==> config.mk <==
export PLATFORM = sky130hd
export DESIGN_NAME = instruction_fetch
export DESIGN_NICKNAME = d
export VERILOG_FILES = /design/src/rtl/instruction_fetch_pkg.sv /design/src/rtl/instruction_memory.sv /design/src/rtl/instruction_fetch.sv
export SDC_FILE = /design/constraint.sdc
export NUM_CORES = 1
export LEC_CHECK = 0
export ABC_CLOCK_PERIOD_IN_PS = 2690
export CORE_ASPECT_RATIO = 1.25
export CORE_MARGIN = 2
export CORE_UTILIZATION = 43
export DETAILED_ROUTE_END_ITERATION = 10
export MAX_ROUTING_LAYER = met4
export PLACE_DENSITY = 0.81
export SKIP_CTS_REPAIR_TIMING = 1
export SLEW_MARGIN = 20
export SYNTH_ARGS = -nofsm -noshare
export SYNTH_HDL_FRONTEND = slang
export SYNTH_SLANG_ARGS = --single-unit
==> constraint.sdc <==
create_clock -name clk -period 2.69 [get_ports clk]
set_clock_uncertainty 0.2 [all_clocks]
set_input_delay 0.4035 -clock clk [delete_from_list [all_inputs] [get_ports clk]]
set_output_delay 0.4035 -clock clk [all_outputs]
set_load 0.1 [all_outputs]
==> src/rtl/instruction_fetch_pkg.sv <==
// ---------------------------------------------------------------------------
// instruction_fetch_pkg
//
// Purpose: constants and types shared by the instruction-fetch stage and
//          its instruction memory.
//
// Contents:
//   NOP               - all-zero word (sll $0,$0,0); decode treats it as a
//                       bubble with every control signal inactive
//   HALT_WORD_DEFAULT - default encoding that stops fetch
//   PC_INCREMENT      - byte distance between consecutive instructions
//   fetch_state_e     - fetch FSM states (FETCH, HALTED)
// ---------------------------------------------------------------------------
package instruction_fetch_pkg;

    localparam logic [31:0] NOP               = 32'h0000_0000;
    localparam logic [31:0] HALT_WORD_DEFAULT = 32'hFFFF_FFFF;
    localparam logic [31:0] PC_INCREMENT      = 32'd4;

    typedef enum logic {
        FETCH  = 1'b0,
        HALTED = 1'b1
    } fetch_state_e;

endpackage : instruction_fetch_pkg

==> src/rtl/instruction_memory.sv <==
// ---------------------------------------------------------------------------
// instruction_memory
//
// Purpose: word-organised instruction ROM with a combinational read port.
//          The array holds whatever image the environment places in it.
//
// Parameters:
//   B         - word width
//   N         - word-address bits (depth 2**N)
//   INIT_FILE - image name, kept for interface compatibility
//
// Ports:
//   addr  in  N  word index
//   data  out B  word stored at addr
// ---------------------------------------------------------------------------
module instruction_memory #(
    parameter int    B         = 32,
    parameter int    N         = 7,
    parameter string INIT_FILE = ""
) (
    input  logic [N-1:0] addr,
    output logic [B-1:0] data
);

    localparam int DEPTH = 2 ** N;

    logic [B-1:0] mem [DEPTH];

    // Combinational read. The address width equals the index range, so it cannot go out of bounds.
    assign data = mem[addr];

endmodule : instruction_memory

==> src/rtl/instruction_fetch.sv <==
// ---------------------------------------------------------------------------
// instruction_fetch
//
// Purpose: instruction-fetch stage plus IF/ID pipeline register. Holds the
//          PC, reads instruction memory and hands {instruction, PC+4} to
//          decode. Supports stall, flush and redirect (branch/jump), and
//          stops fetching in a HALTED state when it reads the halt word.
//
// Parameters:
//   B         - data/instruction/PC width
//   N         - instruction-memory word-address bits
//   HALT_WORD - encoding that stops fetch
//   INIT_FILE - hex image for the instruction memory
//
// Ports:
//   clk              in  1  rising-edge clock
//   reset            in  1  synchronous, active-low reset
//   stall            in  1  hold PC and IF/ID
//   flush            in  1  load NOP into IF/ID
//   pc_src           in  1  branch taken, redirect to pc_branch
//   pc_branch        in  B  branch target
//   jump             in  1  jump, redirect to pc_jump (wins over pc_src)
//   pc_jump          in  B  jump target
//   instruction      out B  IF/ID instruction
//   pc_incrementado  out B  IF/ID PC+4
//   pc               out B  current fetch PC
//   halted           out 1  high while in HALTED
//
// Priority at each rising edge: reset, redirect, flush, stall, then the
// normal fetch / halt-detect / halted behaviour.
// ---------------------------------------------------------------------------
module instruction_fetch
    import instruction_fetch_pkg::*;
#(
    parameter int           B         = 32,
    parameter int           N         = 7,
    parameter logic [B-1:0] HALT_WORD = B'(HALT_WORD_DEFAULT),
    parameter string        INIT_FILE = ""
) (
    input  logic         clk,
    input  logic         reset,
    input  logic         stall,
    input  logic         flush,
    input  logic         pc_src,
    input  logic [B-1:0] pc_branch,
    input  logic         jump,
    input  logic [B-1:0] pc_jump,
    output logic [B-1:0] instruction,
    output logic [B-1:0] pc_incrementado,
    output logic [B-1:0] pc,
    output logic         halted
);

    localparam logic [B-1:0] NOP_W  = B'(NOP);
    localparam logic [B-1:0] STEP_W = B'(PC_INCREMENT);
    localparam logic [B-1:0] ZERO_W = {B{1'b0}};

    // Architectural state
    fetch_state_e state_r;
    logic [B-1:0] pc_r;
    logic [B-1:0] instr_r;
    logic [B-1:0] pc_inc_r;
    logic         halted_r;

    // Combinational helpers
    logic         redirect_s;
    logic [B-1:0] target_s;
    logic [B-1:0] pc_plus4_s;
    logic [B-1:0] fetched_s;
    logic         is_halt_s;

    // Upper PC bits are ignored, so fetch addresses wrap modulo the memory depth.
    instruction_memory #(
        .B         (B),
        .N         (N),
        .INIT_FILE (INIT_FILE)
    ) u_imem (
        .addr (pc_r[N+1:2]),
        .data (fetched_s)
    );

    // Redirect detection and target selection. Jump wins when both are asserted.
    always_comb begin
        redirect_s = jump | pc_src;
        if (jump) begin
            target_s = pc_jump;
        end else begin
            target_s = pc_branch;
        end
    end

    // Sequential PC+4, wrapping modulo 2**B. Also compares the fetched word with the halt word.
    always_comb begin
        pc_plus4_s = pc_r + STEP_W;
        is_halt_s  = (fetched_s == HALT_WORD);
    end

    // Fetch FSM: PC register, IF/ID register and the halted flag, updated in priority order.
    always_ff @(posedge clk) begin
        if (!reset) begin
            state_r  <= FETCH;
            pc_r     <= ZERO_W;
            instr_r  <= ZERO_W;
            pc_inc_r <= ZERO_W;
            halted_r <= 1'b0;
        end else if (redirect_s) begin
            // A redirect leaves HALTED and overrides both stall and halt detection.
            state_r  <= FETCH;
            pc_r     <= target_s;
            instr_r  <= NOP_W;
            pc_inc_r <= ZERO_W;
            halted_r <= 1'b0;
        end else if (flush) begin
            // Flush beats stall: the bubble goes in even when the hazard unit holds.
            if (state_r == FETCH) begin
                pc_r <= pc_plus4_s;
            end else begin
                pc_r <= pc_r;
            end
            state_r  <= state_r;
            instr_r  <= NOP_W;
            pc_inc_r <= ZERO_W;
            halted_r <= halted_r;
        end else if (stall) begin
            state_r  <= state_r;
            pc_r     <= pc_r;
            instr_r  <= instr_r;
            pc_inc_r <= pc_inc_r;
            halted_r <= halted_r;
        end else begin
            case (state_r)
                FETCH: begin
                    if (is_halt_s) begin
                        // The halt word is never passed on. The PC stays parked on it.
                        state_r  <= HALTED;
                        pc_r     <= pc_r;
                        instr_r  <= NOP_W;
                        pc_inc_r <= ZERO_W;
                        halted_r <= 1'b1;
                    end else begin
                        state_r  <= FETCH;
                        pc_r     <= pc_plus4_s;
                        instr_r  <= fetched_s;
                        pc_inc_r <= pc_plus4_s;
                        halted_r <= 1'b0;
                    end
                end
                HALTED: begin
                    state_r  <= HALTED;
                    pc_r     <= pc_r;
                    instr_r  <= NOP_W;
                    pc_inc_r <= ZERO_W;
                    halted_r <= 1'b1;
                end
                default: begin
                    // Unreachable encoding. Recover to a clean fetch from the current PC.
                    state_r  <= FETCH;
                    pc_r     <= pc_r;
                    instr_r  <= NOP_W;
                    pc_inc_r <= ZERO_W;
                    halted_r <= 1'b0;
                end
            endcase
        end
    end

    // All outputs come straight from registers.
    assign instruction     = instr_r;
    assign pc_incrementado = pc_inc_r;
    assign pc              = pc_r;
    assign halted          = halted_r;

endmodule : instruction_fetch

# Word level (Yosys, flattened, before mapping)
# Cells that the tools add are included.
[classes]
bitwise_logic = 5
n_addsub = 1
mux = 13
n_reduce_logical = 4
eq_ne = 4
[ops]
columns = ["operator", "count"]
rows = [
  ["32-bit two-way mux", 9],
  ["32-bit case mux with 2 select lines", 2],
  ["32-bit by 3-bit adder with 32-bit output (second input constant)", 1],
  ["32-bit == test (both inputs constant)", 1],
  ["4-bit != test (second input constant)", 1],
  ["1-bit inverter", 4],
  ["3-bit by 1-bit != test with 1-bit output (second input constant)", 1],
  ["3-bit AND reduction", 1],
  ["3-bit OR reduction", 1],
  ["2-bit by 1-bit != test with 1-bit output (second input constant)", 1],
  ["1-bit case mux with 2 select lines", 1],
  ["2-bit AND reduction", 1],
  ["2-bit OR reduction", 1],
  ["1-bit two-way mux", 1],
  ["1-bit bitwise OR", 1],
]
[word_totals]
regBits = 97
elab_cells = 31
out_inout_bits = 97
inputBits = 70

# Longest topological paths before layout
[logic_depth]
ltp_word = 6
depth_mapped = 7
ltp_nobuf = 6

# By module
# From an unflattened synthesis, not the netlist that was laid out.
[unflattened]
cells_unflattened = 632
area_unflattened_um2 = 5250.0
[modules_own_cells]
columns = ["mod", "area_each_um2", "cells_each", "seq_area_each_um2", "instances"]
rows = [
  ["instruction_fetch", 5006.1, 599, 1941.9, 1],
  ["instruction_memory", 244.0, 33, 0.0, 1],
]

# Worst setup path after synthesis
# No wires, ideal clock.
[synth_path]
path_type = "reg2reg"
startpoint = "register pc_r[11] (netlist: pc[11])"
endpoint = "register pc_r[20] (netlist: pc[20])"
path_stages_with_launch = 7
arrival_time_ns = 2.659
setup_time_ns = 0.074
synth_period_minus_slack_ns = 2.933
path_buffers = 1
path_slack_ns = -0.243
t_required_ns = 2.416
cell_sequence = "dfxtp_1 -> buf_4 -> nand4_2 -> or4_4 -> or3_4 -> or3_1 -> a31oi_1"
[synth_between]
elab_chain_cells = 6
elab_cells_between_ends = 7
cone_classes = "1 x add/sub; 6 x mux"
[synth_rtl]
columns = ["element", "line", "rtl"]
rows = [
  ["start, declared", "instruction_fetch.sv:60", "logic [B-1:0] pc_r;"],
  ["start signal, assigned", "instruction_fetch.sv:109", "pc_r <= target_s;"],
  ["start signal, assigned", "instruction_fetch.sv:116", "pc_r <= pc_plus4_s;"],
  ["start signal, assigned", "instruction_fetch.sv:118", "pc_r <= pc_r;"],
  ["32-bit by 3-bit adder with 32-bit output *", "instruction_fetch.sv:94", "pc_plus4_s = pc_r + STEP_W;"],
  ["32-bit two-way mux", "instruction_fetch.sv:133", "if (is_halt_s) begin"],
  ["32-bit two-way mux", "instruction_fetch.sv:131", "case (state_r)"],
  ["32-bit two-way mux", "instruction_fetch.sv:124", "end else if (stall) begin"],
  ["32-bit two-way mux *", "instruction_fetch.sv:113", "end else if (flush) begin"],
  ["32-bit two-way mux *", "instruction_fetch.sv:106", "end else if (redirect_s) begin"],
]
# Mark *: on every way between the ends. The rest lies on a longest branch, timed or not. The select of a mux whose other input is x is not followed.
# A chain may end at the register's enable or synchronous reset.

# Final worst setup path
[layout_path]
startpoint = "register pc_r[2] (netlist: pc[2])"
endpoint = "register pc_r[20] (netlist: pc[20])"
# Same word-level chain as after synthesis.

==> results.ini <==
[grt]
grt_pass1_wl_mm = 19.06
track_usage_pct = 26.12
overflow = 0
antenna_found_initial = 0
first_global_vias = 3907
grt_max_degree = 46

[clock_tree]
cts_buffers = 9
clk_pin_slew_ps = 70
htreeDepth = 3
clock-root-buffer = clkbuf_8
worstSkewPairLatency_ps = 340
clk_path_buf_depth = 2
cts_tree = done
cts_sinks = 65

[floorplan]
io_pins = 167
core-area_um2 = 8701
initial_core_util_pct = 44.26
chipHeight_um = 109.8
die-area_um2 = 9734
die_x_um = 88.65
rows = 38

[route]
drt-total-wl_mm = 12.48
vias = 4194
vias_per_cell = 5.592
postRouteAntennaNets = 0
drt-pass1-iter-count = 5
wl_per_cell_um = 16.64
route.detailed.drc = 0
drtIter0Drc = 314

[power_and_ir_drop]
ir_drop_v = 0.0002634
p_comb_share_pct = 32.2
leakagePower_nw = 2.130
power_switching_mw = 1.060
p_int_mw = 1.665
power_frac_seq_pct = 39.0
swShare_pct = 38.89
pwr_density_cell_nw_per_um2 = 512.8
p_clk_share_pct = 28.7

[synthesis]
synth_edf_count = 0
yosys_warnings = 0
syn-mean-instance-area_um2 = 7.828
yosysUniqueCellTypes = 59
synth_area_um2 = 3851
synth_cells = 492
ys_seq_area_share_pct = 33.79
ys_ff_latch = 65
async_flop_share_pct = 0
ys.flop_type = dfxtp_1

[final_layout]
antenna_cells = 0
nNetsFinal = 697
post-route-util_pct = 61.06
drive_gt1_share_pct = 19.52
syn2layout_area_growth_pct = 37.95

[timing]
setup_ws_ps = 398.2
timing.setup.tns_ps = 0
slew_viol_final = 0
rsz0062_at_grt = false
hold_viol = 0
fin_crit_ps = 2292
setup_viol = 0
max_freq_mhz = 436.3
fin_crit_sh_pct = 85.20

[placement]
dp_slack_ps = 183.2
dpl.hpwl_mm = 9.470
portBuffers = 134
place.gp.congestion = 0.9443

[setup_path]
crit_type = reg2reg
crit_chain = ha_1, and4_1, nand2_1, or3_4, or3_1, a31oi_1
start_kind = flip-flop
slowest_delay_ps = 410
critPathMaxFanout = 6
required_ps = 2760
cp.arrival_ps = 2360
endpoint_kind = flip-flop
cpMaxStageDelayCell = dfxtp_2

[status]
status = completed

[run]
max_cap_violations = 0

[worst_hold_path]
hold_path.class = reg2reg

-- layout by cell type, fill, tap and decap left out, types with 5 or more instances in the layout --
| cell | netlist | routed |
|---|---|---|
| xnor2_1 | 16 | 16 |
| nand4_1 | 8 | 8 |
| conb_1 | 1 | 32 |
| clkbuf_8 | 0 | 9 |
| clkdlybuf4s50_1 | 0 | 69 |
| dfxtp_2 | 0 | 12 |
| inv_1 | 7 | 7 |
| buf_4 | 34 | 85 |
| nor2b_1 | 7 | 7 |
| a22oi_1 | 20 | 20 |
| dfxtp_1 | 65 | 53 |
| nand3_1 | 15 | 15 |
| a31oi_1 | 5 | 5 |
| mux2i_1 | 6 | 6 |
| a22o_1 | 6 | 6 |
| nor2_1 | 39 | 39 |
| xor2_1 | 12 | 12 |
| o21ai_0 | 44 | 44 |
| nor3_1 | 12 | 12 |
| nand2_1 | 48 | 48 |
| and3_1 | 11 | 11 |
| and4_1 | 5 | 5 |
| a21oi_1 | 31 | 31 |
| a211oi_1 | 6 | 6 |
-- cells by family (layout without fill, tap and decap cells) --
kind of cell | after synthesis | after routing | share of synthesized area (%)
other cells | 1 | 32 | 0.09737
compound gates | 147 | 147 | 24.95
fa+ha+maj | 1 | 1 | 0.3248
flops | 65 | 65 | 33.79
simple gates | 171 | 171 | 22.42
buf+inv | 73 | 180 | 10.49
mux | 6 | 6 | 1.560
xor+xnor | 28 | 28 | 6.368
-- power groups by stage --
| stage | logic, mW | registers, mW | clock network (mW) |
|---|---|---|---|
| 2_1_floorplan | 0.424 | 1.32 | 0 |
| 3_3_place_gp | 0.866 | 1.08 | 0 |
| 3_5_place_dp | 0.873 | 1.08 | 0 |
| 4_1_cts | 0.875 | 1.06 | 0.799 |
| 5_1_grt | 0.916 | 1.07 | 0.836 |
| 6_report | 0.878 | 1.06 | 0.783 |
-- synth_stat cells, drive strengths merged, types with 6 or more instances --
library cell	number	area, µm²
nor2	39	146.4
nand4	9	62.56
inv	8	30.03
xnor2	16	140.1
and3	11	68.82
a211oi	6	45.04
a21oi	31	155.2
o21ai	44	220.2
xor2	12	105.1
clkbuf	22	82.58
dfxtp	65	1301
a22oi	20	150.1
nand2	48	180.2
buf	42	287.8
a22o	6	52.55
and4	6	53.80
nor3	12	60.06
mux2i	6	60.06
nand3	15	75.07
nor2b	7	43.79
-- metal layers --
metal,track usage (%),share of wire [%],vias to the layer above
met4,10.17,2.0,0
met3,4.505,7.0,24
met5,-,0,-
li1,-,-,1988
met2,42.11,49,201
met1,32.35,42,1981
-- final timing paths --
path                            start  cells past startpoint             endpoint  slack, ps
setup / recovery                pc[2]                      6               pc[20]        400
hold / removal    pc_incrementado[20]                      2  pc_incrementado[20]        250
setup reg to reg                pc[2]                      6               pc[20]        400
hold reg to reg   pc_incrementado[20]                      2  pc_incrementado[20]        250
-- area by class of cell --
cell class,instances,area [µm²]
Clock inverter,4,45.04
Inverter,9,33.78
Fill cell,805,3388
Timing Repair Buffer,156,1369
Multi-Input combinational cell,385,2267
Tap cell,120,150.1
Sequential cell,65,1316
Clock buffer,11,131.4
-- critical path, delay by kind of cell (launching register included) --
kind	cells	cell delay, ps
fa+ha+maj	1	280
flops	1	410
compound gates	1	160
simple gates	4	1150
-- state kept, by name, indices dropped and copies added, names as in the netlist --
register / count
pc_incrementado: 32
pc: 32
halted: 1
-- metrics by stage --
step / cell area [µm²] / hold WS (ps) / total power [mW] / instances
after global placement: 5136 / 236.7 / 1.948 / 735
after detailed placement: 5136 / 244.4 / 1.956 / 735
after CTS: 5313 / 258.9 / 2.736 / 750
after global routing: 5313 / 283.6 / 2.821 / 750
final: 5313 / 253.9 / 2.724 / 750
after floorplan: 3983 / 346.2 / 1.743 / 523
(Power assumes the default switching activity.)
